<file path="config.mk">
export PLATFORM = sky130hd
export DESIGN_NAME = sd_cmd_ctrl_flat
export DESIGN_NICKNAME = d
export VERILOG_FILES = /design/src/rtl/sd_pkg.sv /design/src/rtl/sd_cmd_ctrl_if.sv /design/src/rtl/sd_cycle_timer.sv /design/src/rtl/sd_cmd_ctrl.sv /design/src/flat_wrapper.sv
export SDC_FILE = /design/constraint.sdc
export NUM_CORES = 1
export LEC_CHECK = 0
export ABC_CLOCK_PERIOD_IN_PS = 3750
export BUFFER_PORTS_ARGS = -buffer_cell sky130_fd_sc_hd__clkbuf_2
export CORE_AREA = 4 4 135 137
export CTS_BUF_LIST = sky130_fd_sc_hd__clkbuf_4 sky130_fd_sc_hd__clkbuf_8
export DETAILED_ROUTE_END_ITERATION = 16
export DIE_AREA = 0 0 139 141
export GPL_TIMING_DRIVEN = 0
export PLACE_DENSITY = 0.76
export SETUP_SLACK_MARGIN = 0.4
export SLEW_MARGIN = 20
export SYNTH_ARGS = -nofsm -noshare
export SYNTH_HDL_FRONTEND = slang
export SYNTH_SLANG_ARGS = --single-unit
</file>
<file path="constraint.sdc">
create_clock -name ex_clk -period 3.75 [get_ports ex_clk]
set_clock_uncertainty 0.05 [all_clocks]
set_input_delay 0 -clock ex_clk [delete_from_list [all_inputs] [get_ports ex_clk]]
set_output_delay 0 -clock ex_clk [all_outputs]
set_load 0.01 [all_outputs]
</file>
<file path="src/rtl/sd_pkg.sv">
// -----------------------------------------------------------------------------
// sd_pkg
// Shared definitions for the SD host command path.
// Contents:
//   resp_type_t  - expected response codes latched with each command
//   status_t     - completion status reported with done
//   state_t      - command sequencer state encoding
//   RESP_WIDTH   - width of the receive-path response bus
//   timer_width  - width needed for a down-counter covering two cycle counts
// -----------------------------------------------------------------------------
package sd_pkg;

    localparam int RESP_WIDTH = 127;

    typedef enum logic [1:0] {
        RESP_NONE = 2'b00,
        RESP_R1   = 2'b01,
        RESP_R2   = 2'b10,
        RESP_R3   = 2'b11
    } resp_type_t;

    typedef enum logic [1:0] {
        STATUS_OK      = 2'b00,
        STATUS_CRC_ERR = 2'b01,
        STATUS_TIMEOUT = 2'b10
    } status_t;

    typedef enum logic [2:0] {
        ST_IDLE,
        ST_SEND,
        ST_WAIT_TX,
        ST_RECV,
        ST_GAP,
        ST_DONE
    } state_t;

    // The timer is loaded with count-1, so clog2 of the larger count is enough.
    function automatic int timer_width(input int a, input int b);
        int m;
        m = (a > b) ? a : b;
        return (m < 2) ? 1 : $clog2(m);
    endfunction

endpackage

</file>
<file path="src/rtl/sd_cmd_ctrl_if.sv">
// -----------------------------------------------------------------------------
// sd_cmd_ctrl_if
// Bundles the host command register signals and the sd_cmd transmit/receive
// datapath signals seen by the command sequencer.
// Modports:
//   slave  - the sequencer (accepts requests, drives tx/rx control and results)
//   master - the environment (host requester plus transmitter/receiver)
// Host side:      cmd_req, cmd_index, cmd_arg, resp_type, cmd_ack, busy, done,
//                 status, resp_data, retry_count
// Datapath side:  tx_start, tx_index, tx_arg, tx_done, receive_en,
//                 R2_response, R3_response, sd_receive_finished, crc_err,
//                 response
// -----------------------------------------------------------------------------
interface sd_cmd_ctrl_if;
    import sd_pkg::*;

    logic                  cmd_req;
    logic [5:0]            cmd_index;
    logic [31:0]           cmd_arg;
    logic [1:0]            resp_type;
    logic                  cmd_ack;
    logic                  busy;
    logic                  done;
    logic [1:0]            status;
    logic [RESP_WIDTH-1:0] resp_data;
    logic [1:0]            retry_count;

    logic                  tx_start;
    logic [5:0]            tx_index;
    logic [31:0]           tx_arg;
    logic                  tx_done;
    logic                  receive_en;
    logic                  R2_response;
    logic                  R3_response;
    logic                  sd_receive_finished;
    logic                  crc_err;
    logic [RESP_WIDTH-1:0] response;

    modport slave (
        input  cmd_req, cmd_index, cmd_arg, resp_type,
        input  tx_done, sd_receive_finished, crc_err, response,
        output cmd_ack, busy, done, status, resp_data, retry_count,
        output tx_start, tx_index, tx_arg, receive_en, R2_response, R3_response
    );

    modport master (
        output cmd_req, cmd_index, cmd_arg, resp_type,
        output tx_done, sd_receive_finished, crc_err, response,
        input  cmd_ack, busy, done, status, resp_data, retry_count,
        input  tx_start, tx_index, tx_arg, receive_en, R2_response, R3_response
    );

endinterface

</file>
<file path="src/rtl/sd_cycle_timer.sv">
// -----------------------------------------------------------------------------
// sd_cycle_timer
// Loadable down-counter with a zero flag. Load has priority over counting and
// the counter holds at zero rather than wrapping.
// Ports:
//   ex_clk, reset_n  - clock, asynchronous active-low reset
//   load, load_value - synchronous load of the start count
//   count_en         - decrement by one per cycle while non-zero
//   zero             - count is zero
// -----------------------------------------------------------------------------
module sd_cycle_timer #(
    parameter int WIDTH = 10
) (
    input  logic             ex_clk,
    input  logic             reset_n,
    input  logic             load,
    input  logic [WIDTH-1:0] load_value,
    input  logic             count_en,
    output logic             zero
);

    logic [WIDTH-1:0] count_q;

    // Count register: load wins, otherwise decrement and stick at zero.
    always_ff @(posedge ex_clk or negedge reset_n) begin
        if (!reset_n) begin
            count_q <= '0;
        end else if (load) begin
            count_q <= load_value;
        end else if (count_en && (count_q != '0)) begin
            count_q <= count_q - {{(WIDTH-1){1'b0}}, 1'b1};
        end
    end

    assign zero = (count_q == '0);

endmodule

</file>
<file path="src/rtl/sd_cmd_ctrl.sv">
// -----------------------------------------------------------------------------
// sd_cmd_ctrl
// Command/response sequencer for the SD host. Accepts one command at a time,
// starts the transmitter, enables and configures the response receiver,
// supervises it with a timeout and retries on CRC error or timeout. Every
// attempt is followed by an idle gap before resend or completion.
// Parameters:
//   RESP_TIMEOUT - cycles allowed in RECV before a timeout
//   GAP_CYCLES   - idle cycles after every attempt
//   MAX_RETRY    - extra attempts after the first failure (0..3)
// Ports:
//   ex_clk, reset_n - clock, asynchronous active-low reset
//   bus             - sd_cmd_ctrl_if slave view (host and datapath signals)
// -----------------------------------------------------------------------------
module sd_cmd_ctrl
    import sd_pkg::*;
#(
    parameter int RESP_TIMEOUT = 1024,
    parameter int GAP_CYCLES   = 16,
    parameter int MAX_RETRY    = 2
) (
    input  logic         ex_clk,
    input  logic         reset_n,
    sd_cmd_ctrl_if.slave bus
);

    localparam int               TIMER_W     = timer_width(RESP_TIMEOUT, GAP_CYCLES);
    localparam logic [TIMER_W-1:0] RESP_LOAD = TIMER_W'(RESP_TIMEOUT - 1);
    localparam logic [TIMER_W-1:0] GAP_LOAD  = TIMER_W'(GAP_CYCLES - 1);
    localparam logic [1:0]       RETRY_LIMIT = 2'(MAX_RETRY);

    state_t                state_q, state_d;
    logic [5:0]            index_q;
    logic [31:0]           arg_q;
    resp_type_t            type_q;
    logic [1:0]            retries_q;
    logic                  resend_q;
    status_t               status_q;
    logic [RESP_WIDTH-1:0] resp_data_q;

    logic                  accept;
    logic                  capture;
    logic                  fail;
    status_t               fail_code;
    logic                  gap_exit;
    logic                  timer_load;
    logic [TIMER_W-1:0]    timer_load_value;
    logic                  timer_en;
    logic                  timer_zero;

    // One shared counter: the response timeout and the gap never overlap.
    sd_cycle_timer #(
        .WIDTH (TIMER_W)
    ) u_timer (
        .ex_clk     (ex_clk),
        .reset_n    (reset_n),
        .load       (timer_load),
        .load_value (timer_load_value),
        .count_en   (timer_en),
        .zero       (timer_zero)
    );

    // State register.
    always_ff @(posedge ex_clk or negedge reset_n) begin
        if (!reset_n) begin
            state_q <= ST_IDLE;
        end else begin
            state_q <= state_d;
        end
    end

    // Next-state and control strobes. The timer is reloaded with the gap count
    // on every RECV exit, so the gap starts counting in its first cycle.
    always_comb begin
        state_d          = state_q;
        accept           = 1'b0;
        capture          = 1'b0;
        fail             = 1'b0;
        fail_code        = STATUS_CRC_ERR;
        gap_exit         = 1'b0;
        timer_load       = 1'b0;
        timer_load_value = GAP_LOAD;
        timer_en         = 1'b0;
        case (state_q)
            ST_IDLE: begin
                if (bus.cmd_req) begin
                    accept  = 1'b1;
                    state_d = ST_SEND;
                end
            end
            ST_SEND: begin
                state_d = ST_WAIT_TX;
            end
            ST_WAIT_TX: begin
                if (bus.tx_done) begin
                    timer_load = 1'b1;
                    if (type_q == RESP_NONE) begin
                        timer_load_value = GAP_LOAD;
                        state_d          = ST_GAP;
                    end else begin
                        timer_load_value = RESP_LOAD;
                        state_d          = ST_RECV;
                    end
                end
            end
            ST_RECV: begin
                timer_en = 1'b1;
                // A finished response takes precedence over a same-cycle timeout.
                if (bus.sd_receive_finished) begin
                    capture          = 1'b1;
                    timer_load       = 1'b1;
                    timer_load_value = GAP_LOAD;
                    state_d          = ST_GAP;
                    // R3 carries no valid CRC, so its CRC flag is ignored.
                    if ((type_q != RESP_R3) && bus.crc_err) begin
                        fail      = 1'b1;
                        fail_code = STATUS_CRC_ERR;
                    end
                end else if (timer_zero) begin
                    fail             = 1'b1;
                    fail_code        = STATUS_TIMEOUT;
                    timer_load       = 1'b1;
                    timer_load_value = GAP_LOAD;
                    state_d          = ST_GAP;
                end
            end
            ST_GAP: begin
                timer_en = 1'b1;
                if (timer_zero) begin
                    gap_exit = 1'b1;
                    state_d  = resend_q ? ST_SEND : ST_DONE;
                end
            end
            ST_DONE: begin
                state_d = ST_IDLE;
            end
            default: begin
                state_d = ST_IDLE;
            end
        endcase
    end

    // Command latch, retry bookkeeping and result capture. Results are cleared
    // on accept so a new command never reports a previous outcome.
    always_ff @(posedge ex_clk or negedge reset_n) begin
        if (!reset_n) begin
            index_q     <= '0;
            arg_q       <= '0;
            type_q      <= RESP_NONE;
            retries_q   <= '0;
            resend_q    <= 1'b0;
            status_q    <= STATUS_OK;
            resp_data_q <= '0;
        end else begin
            if (accept) begin
                index_q     <= bus.cmd_index;
                arg_q       <= bus.cmd_arg;
                type_q      <= resp_type_t'(bus.resp_type);
                retries_q   <= '0;
                resend_q    <= 1'b0;
                status_q    <= STATUS_OK;
                resp_data_q <= '0;
            end
            if (capture) begin
                resp_data_q <= bus.response;
            end
            if (fail) begin
                if (retries_q < RETRY_LIMIT) begin
                    retries_q <= retries_q + 2'd1;
                    resend_q  <= 1'b1;
                end else begin
                    status_q <= fail_code;
                end
            end
            if (gap_exit) begin
                resend_q <= 1'b0;
            end
        end
    end

    // Outputs come from state and registers only; the ack is suppressed on
    // resends because retries_q is already non-zero by then.
    assign bus.busy        = (state_q != ST_IDLE);
    assign bus.tx_start    = (state_q == ST_SEND);
    assign bus.cmd_ack     = (state_q == ST_SEND) && (retries_q == 2'd0);
    assign bus.receive_en  = (state_q == ST_RECV);
    assign bus.done        = (state_q == ST_DONE);
    assign bus.tx_index    = index_q;
    assign bus.tx_arg      = arg_q;
    assign bus.R2_response = bus.busy && (type_q == RESP_R2);
    assign bus.R3_response = bus.busy && (type_q == RESP_R3);
    assign bus.status      = status_q;
    assign bus.resp_data   = resp_data_q;
    assign bus.retry_count = retries_q;

endmodule

</file>
<file path="src/flat_wrapper.sv">
// flat-port wrapper written by rule: the top's interface ports become plain ports
module sd_cmd_ctrl_flat import sd_pkg::*;
#(
    parameter int RESP_TIMEOUT = 1024,
    parameter int GAP_CYCLES   = 16,
    parameter int MAX_RETRY    = 2
)
  (ex_clk, reset_n, bus_cmd_req, bus_cmd_index, bus_cmd_arg, bus_resp_type, bus_tx_done, bus_sd_receive_finished, bus_crc_err, bus_response, bus_cmd_ack, bus_busy, bus_done, bus_status, bus_resp_data, bus_retry_count, bus_tx_start, bus_tx_index, bus_tx_arg, bus_receive_en, bus_R2_response, bus_R3_response);
  sd_cmd_ctrl_if bus_i ();
  input  logic ex_clk;
  input  logic reset_n;
  input wire logic [$bits(bus_i.cmd_req)-1:0] bus_cmd_req;
  input wire logic [$bits(bus_i.cmd_index)-1:0] bus_cmd_index;
  input wire logic [$bits(bus_i.cmd_arg)-1:0] bus_cmd_arg;
  input wire logic [$bits(bus_i.resp_type)-1:0] bus_resp_type;
  input wire logic [$bits(bus_i.tx_done)-1:0] bus_tx_done;
  input wire logic [$bits(bus_i.sd_receive_finished)-1:0] bus_sd_receive_finished;
  input wire logic [$bits(bus_i.crc_err)-1:0] bus_crc_err;
  input wire logic [$bits(bus_i.response)-1:0] bus_response;
  output wire logic [$bits(bus_i.cmd_ack)-1:0] bus_cmd_ack;
  output wire logic [$bits(bus_i.busy)-1:0] bus_busy;
  output wire logic [$bits(bus_i.done)-1:0] bus_done;
  output wire logic [$bits(bus_i.status)-1:0] bus_status;
  output wire logic [$bits(bus_i.resp_data)-1:0] bus_resp_data;
  output wire logic [$bits(bus_i.retry_count)-1:0] bus_retry_count;
  output wire logic [$bits(bus_i.tx_start)-1:0] bus_tx_start;
  output wire logic [$bits(bus_i.tx_index)-1:0] bus_tx_index;
  output wire logic [$bits(bus_i.tx_arg)-1:0] bus_tx_arg;
  output wire logic [$bits(bus_i.receive_en)-1:0] bus_receive_en;
  output wire logic [$bits(bus_i.R2_response)-1:0] bus_R2_response;
  output wire logic [$bits(bus_i.R3_response)-1:0] bus_R3_response;
  assign bus_i.cmd_req = bus_cmd_req;
  assign bus_i.cmd_index = bus_cmd_index;
  assign bus_i.cmd_arg = bus_cmd_arg;
  assign bus_i.resp_type = bus_resp_type;
  assign bus_i.tx_done = bus_tx_done;
  assign bus_i.sd_receive_finished = bus_sd_receive_finished;
  assign bus_i.crc_err = bus_crc_err;
  assign bus_i.response = bus_response;
  assign bus_cmd_ack = bus_i.cmd_ack;
  assign bus_busy = bus_i.busy;
  assign bus_done = bus_i.done;
  assign bus_status = bus_i.status;
  assign bus_resp_data = bus_i.resp_data;
  assign bus_retry_count = bus_i.retry_count;
  assign bus_tx_start = bus_i.tx_start;
  assign bus_tx_index = bus_i.tx_index;
  assign bus_tx_arg = bus_i.tx_arg;
  assign bus_receive_en = bus_i.receive_en;
  assign bus_R2_response = bus_i.R2_response;
  assign bus_R3_response = bus_i.R3_response;
  sd_cmd_ctrl #(.RESP_TIMEOUT(RESP_TIMEOUT), .GAP_CYCLES(GAP_CYCLES), .MAX_RETRY(MAX_RETRY)) u_core (.ex_clk(ex_clk), .reset_n(reset_n), .bus(bus_i));
endmodule
</file>
# Word level (Yosys, flattened, before mapping)
# Index checks and enable logic that the tools add are counted.
# classes
addsub,2
mul,0
div_mod_pow,0
n_lt_le_gt_ge,1
n_eq_ne,12
n_shift,0
mux,41
n_bitwise,0
n_reduce_logical,15
# op_table
operator,count
127-bit 2-to-1 mux,2
10-bit 2-to-1 mux,5
3-bit 2-to-1 mux,7
2-bit 2-to-1 mux,9
1-bit 2-to-1 mux,16
3-bit one-hot mux with 5 select lines,1
10-bit zero test,1
10-bit nonzero test,1
10-bit by 1-bit subtractor with 10-bit output (second input constant),1
3-bit by 2-bit equality test with 1-bit output (second input constant),2
3-bit equality test (second input constant),2
2-bit inequality test (second input constant),3
1-bit logical AND,5
2-bit equality test (second input constant),2
2-bit zero test,2
4-bit AND reduction,1
2-bit nonzero test,2
3-bit by 1-bit equality test with 1-bit output (second input constant),1
3-bit zero test,1
3-bit by 2-bit inequality test with 1-bit output (second input constant),1
3-bit nonzero test,1
2-bit by 1-bit adder with 2-bit output (second input constant),1
2-bit < comparator (second input constant),1
2-bit by 1-bit inequality test with 1-bit output (second input constant),1
2 further kinds,2
# totals
ff_bits,185
latchBits,0
mem_bits_rw,0
romBits,0
in_bits,173
out_inout_bits,176
elab_cells,80
mem_count,0

# Depth between registers and ports, before layout
# depth
depth_word,7
depth_mapped,8
ltp_nobuf,7

# Modules after synthesis
# A second synthesis with hierarchy kept.
# hier_totals
cells_unflattened,593
hier_area_um2,7161.9
# by_module_without_submodules
mod,n_inst,cells_each,area_per_inst_um2,seq_area_each_um2
sd_cmd_ctrl,1,524,6535.0,4379.2
sd_cycle_timer,1,69,626.9,250.2

# Worst setup path before layout
# Ideal clock, no wire load.
# synth_timing
kind,reg2reg
from,reg u_core.u_timer.count_q[0]
to,reg u_core.u_timer.count_q[8]
setup_ns,0.132
arrival_time_ns,1.787
required_ns,3.568
path_slack_ns,1.781
stages_incl_launch_ff,8
n_path_buf,0
period_less_slack_ns,1.969
path_cell_list,dfrtp_1 inv_1 ha_1 or3b_1 or3_4 or2_0 nor4_1 o32ai_1
# synth_between
elab_chain_cells,5
elab_cells_between_ends,10
cone_classes,1 x add/sub; 5 x mux; 4 x reduce/logical
# synth_lines
element,line_no,text
"start, declared",sd_cycle_timer.sv:22,logic [WIDTH-1:0] count_q;
"start signal, assigned",sd_cycle_timer.sv:29,count_q <= load_value;
"start signal, assigned",sd_cycle_timer.sv:31,"count_q <= count_q - {{(WIDTH-1){1'b0}}, 1'b1};"
branches (longest 5 deep; another with 10-bit by 1-bit subtractor with 10-bit output),n/a,
# Several ways; the timed one is not identified. The select of a mux whose other input is x is not followed.
# A chain may end at the register's enable or synchronous reset.

# Worst setup path in the final report
# layout_timing
from,reg u_core.u_timer.count_q[0]
to,reg u_core.state_q[1]
# layout_between
elab_chain_cells,3
elab_cells_between_ends,4
cone_classes,2 x eq/ne; 2 x reduce/logical
# layout_lines
element,line_no,text
10-bit zero test *,sd_cycle_timer.sv:35,assign zero = (count_q == '0);
3-bit by 2-bit inequality test with 1-bit output (no source line) or 2-bit by 1-bit inequality test with 1-bit output (tied branches),n/a,
4-bit AND reduction (no source line) *,n/a,
"end signal, assigned",sd_cmd_ctrl.sv:68,state_q <= state_d;
"end, declared",sd_cmd_ctrl.sv:32,"state_t state_q, state_d;"
# Every way passes the cells marked *; elsewhere a longest branch is shown, timed or not.

==> flow_summary.ini <==
[sta]
setup_tns_ns = 0
final_min_period_over_clock_period = 0.633
setup-violations-final = 0
grt_setup_unrepaired = false
fmax_mhz = 421
slew_headroom = 0.575
min_period_ns = 2.37
timing_hold_violations_final = 0
max_slew.worst_pin.slew_ns = 0.631
finalMaxSlewViolations = 0

[finish]
finalInstanceArea_sq_um = 11400
area_growth_pct = 60.0
final_layout_size_suffix_gt1_frac = 0.423
layout_commonest_cell = clkbuf_2
nFillCells = 1184
fin_util = 0.669
mostFrequentLayoutCells = 347 x clkbuf_2, 185 x dfrtp_1, 174 x dlygate4sd3_1
multi_input_comb_area_sq_um = 2330
layout.nets = 1227
seq_area_sq_um = 4630

[grt]
grt_pass1_vias = 7206
grt_start_max_net_pins = 78
grt_antenna_before_repair = 0
gr-usage-all-layers = 0.247
overflow = 0
first_pass_grt_wire_length_microns = 38600

[worst_setup_path]
cp.required_ns = 4.08
path_class = flop to flop
critical_path.cell_chain = inv_1, ha_1, nor4b_4, and3_1, buf_2, o22ai_1, a31oi_1, dlygate4sd3_1
worstSetupEndpointType = flop
critPathMaxStageDelay_ns = 0.57
path_max_fanout = 6
crit_path_top_delay_cell = dlygate4sd3_1
worstSetupStartpointType = flop
cp.arrival_ns = 2.70

[clocking]
ctsHtreeMaxLevel = 4
tritoncts_clock_tree = done
clock_sink_count = 185
cts-hold-fix-buffers = 175
clock_latency_on_the_worst_skew_pair_ns = 0.44
cts_max_path_buffers = 2
worst_setup_hold_path_clk_slew_ns = 0.10
numCtsBuffers = 17
cts_resized = 0
post-cts-setup-buffer-count = 0
clock-root-buffer = clkbuf_8

[synthesis]
muxShareOfSynthArea = 0.0673
netlist_instances = 508
synth_edf_count = 0
synth_area_leaders = dfrtp_1 65%, a22o_1 16%, mux2_2 6.3%
synth_seq_area_share = 0.649
synthAdderAreaFrac = 0.00351
async_reset_ff_frac = 1.00
post_synth_instance_area_sq_um = 7130
synth_top_area_cell = dfrtp_1
synth_simple_gate_area_share = 0.0540
area_fraction_of_the_dominant_cell_type_after_synthesis = 0.649
synth_compound_area_frac = 0.198
postSynthAreaPerCell_sq_um = 14.0
synth.distinct_cells = 52
ys.warnings.count = 0
synth_nets = 683
postSynth.topFlopCell = dfrtp_1
largest_family_of_logic_cells_by_synthesized_area = compound AO/OA/AOI/OAI gates
synth-seq-cells = 185
synth_xor_area_frac = 0.00368

[drt]
wirelength_microns = 24600
drt_drc = 0
first_iter_violations = 349
antenna_violating_nets_remaining = 0
routed_wire_length_per_instance_microns = 19.1
via_count = 6704
vias_per_inst = 5.19
drt_pass1_iterations = 5

[run_status]
status = completed

[placement]
dpl_cell_area_sq_um = 9220
detailed_place_hpwl_microns = 15700
routabilityCongestion = 0.833
port_buffer_count = 348

[floorplanning]
initial_core_utilization = 0.418
floorplan.rows = 48
height_of_the_chip_microns = 141
dieArea_sq_um = 19600
fp.dieW_microns = 139
core-area_sq_um = 17100
top_level_ports = 349

[power_and_ir_drop]
ir_worst_vdd_v = 0.000478
cellPowerDensity_nw_per_um2 = 773
power_leakage_nw = 5.91

[flow_run]
drv_cap = 0

[hold_path]
timing.hold.worst.class = input pin to async pin
[layer usage]
layer | vias to the layer above | wire length, microns | GRT usage
met3 | 57 | 1710 | 0.0634
met2 | 341 | 13000 | 0.437
met5 | - | 0 | 0
li1 | 3003 | - | -
met1 | 3303 | 9090 | 0.291
met4 | 0 | 799 | 0.0896
[through the flow]
stage	power (mW)	setup WS [ns]	hold slack [ns]	cells
detailed placement	7.11	1.63	-0.0941	1083
finish	8.83	1.38	0.0686	1291
global route	9.32	1.29	0.0735	1290
floorplan	5.48	1.78	-0.346	508
global placement	7.02	-0.794	0.173	1081
CTS	8.75	1.42	0.0428	1290
[layout make-up]
class	count	area share
inverters	5	0.00164
clock buffers	21	0.0242
flip-flops and latches	185	0.405
well taps	225	0.0247
multi-input cells	283	0.204
clock inverters	11	0.0136
plain buffers	35	0.0138
repair buffers	525	0.312
diodes	1	0.000219
[logic make-up after synthesis]
| family | Yosys count |
|---|---|
| buffers and inverters | 40 |
| AND/OR/NAND/NOR | 63 |
| AO/OA/AOI/OAI | 172 |
| flip-flops | 185 |
| adder cells (fa/ha/maj) | 2 |
| XOR/XNOR | 3 |
| multiplexers | 43 |
[state kept, by name (all words and copies together), names as in the netlist]
name	cells
u_core.bus.status	2
u_core.bus.tx_index	6
u_core.state_q	3
u_core.type_q	2
u_core.resend_q	1
u_core.bus.resp_data	127
u_core.u_timer.count_q	10
u_core.bus.tx_arg	32
u_core.bus.retry_count	2
[where the power goes]
part / internal (mW) / leakage, nW / switching, mW / total (mW)
logic: 1.78 / 3.28 / 1.98 / 3.76
registers: 2.95 / 2.41 / 0.666 / 3.62
clock network: 0.723 / 0.219 / 0.728 / 1.45
[cell usage after synthesis, types with 2 or more instances]
cell type	instances
a21oi_1	10
a21oi_4	2
a22o_1	127
a31oi_1	7
and3_1	3
buf_1	3
buf_2	12
clkbuf_1	18
dfrtp_1	185
ha_1	2
inv_1	5
mux2_2	40
mux2i_1	3
nand2_1	19
nand2b_1	2
nand3_1	4
nor2_1	13
nor3_1	3
nor4_1	2
o211ai_1	2
o21a_1	2
o21ai_0	8
o21ai_1	2
o22ai_1	4
or3_1	2
xor2_1	2
[worst max-delay path, delay by kind of cell, from the launching register on]
family,cells,cell delay [ns]
buf+inv,3,0.86
simple gates,2,0.59
flops,1,0.40
compound gates,2,0.24
fa+ha+maj,1,0.19
[worst paths after layout]
path,startpoint,end,slack [ns],depth (start not counted)
setup / recovery,u_core.u_timer.count_q[0],u_core.state_q[1],1.38,8
hold / removal,reset_n,u_core.bus.resp_data[73],0.07,3
setup reg to reg,u_core.u_timer.count_q[0],u_core.state_q[1],1.38,8
hold reg to reg,u_core.resend_q,u_core.state_q[2],0.39,1
max in group asynchronous,reset_n,u_core.bus.resp_data[48],3.19,3
min in group ex_clk,bus_response[69],u_core.bus.resp_data[69],0.27,3
Note: power is estimated with default switching activity, not from simulation.
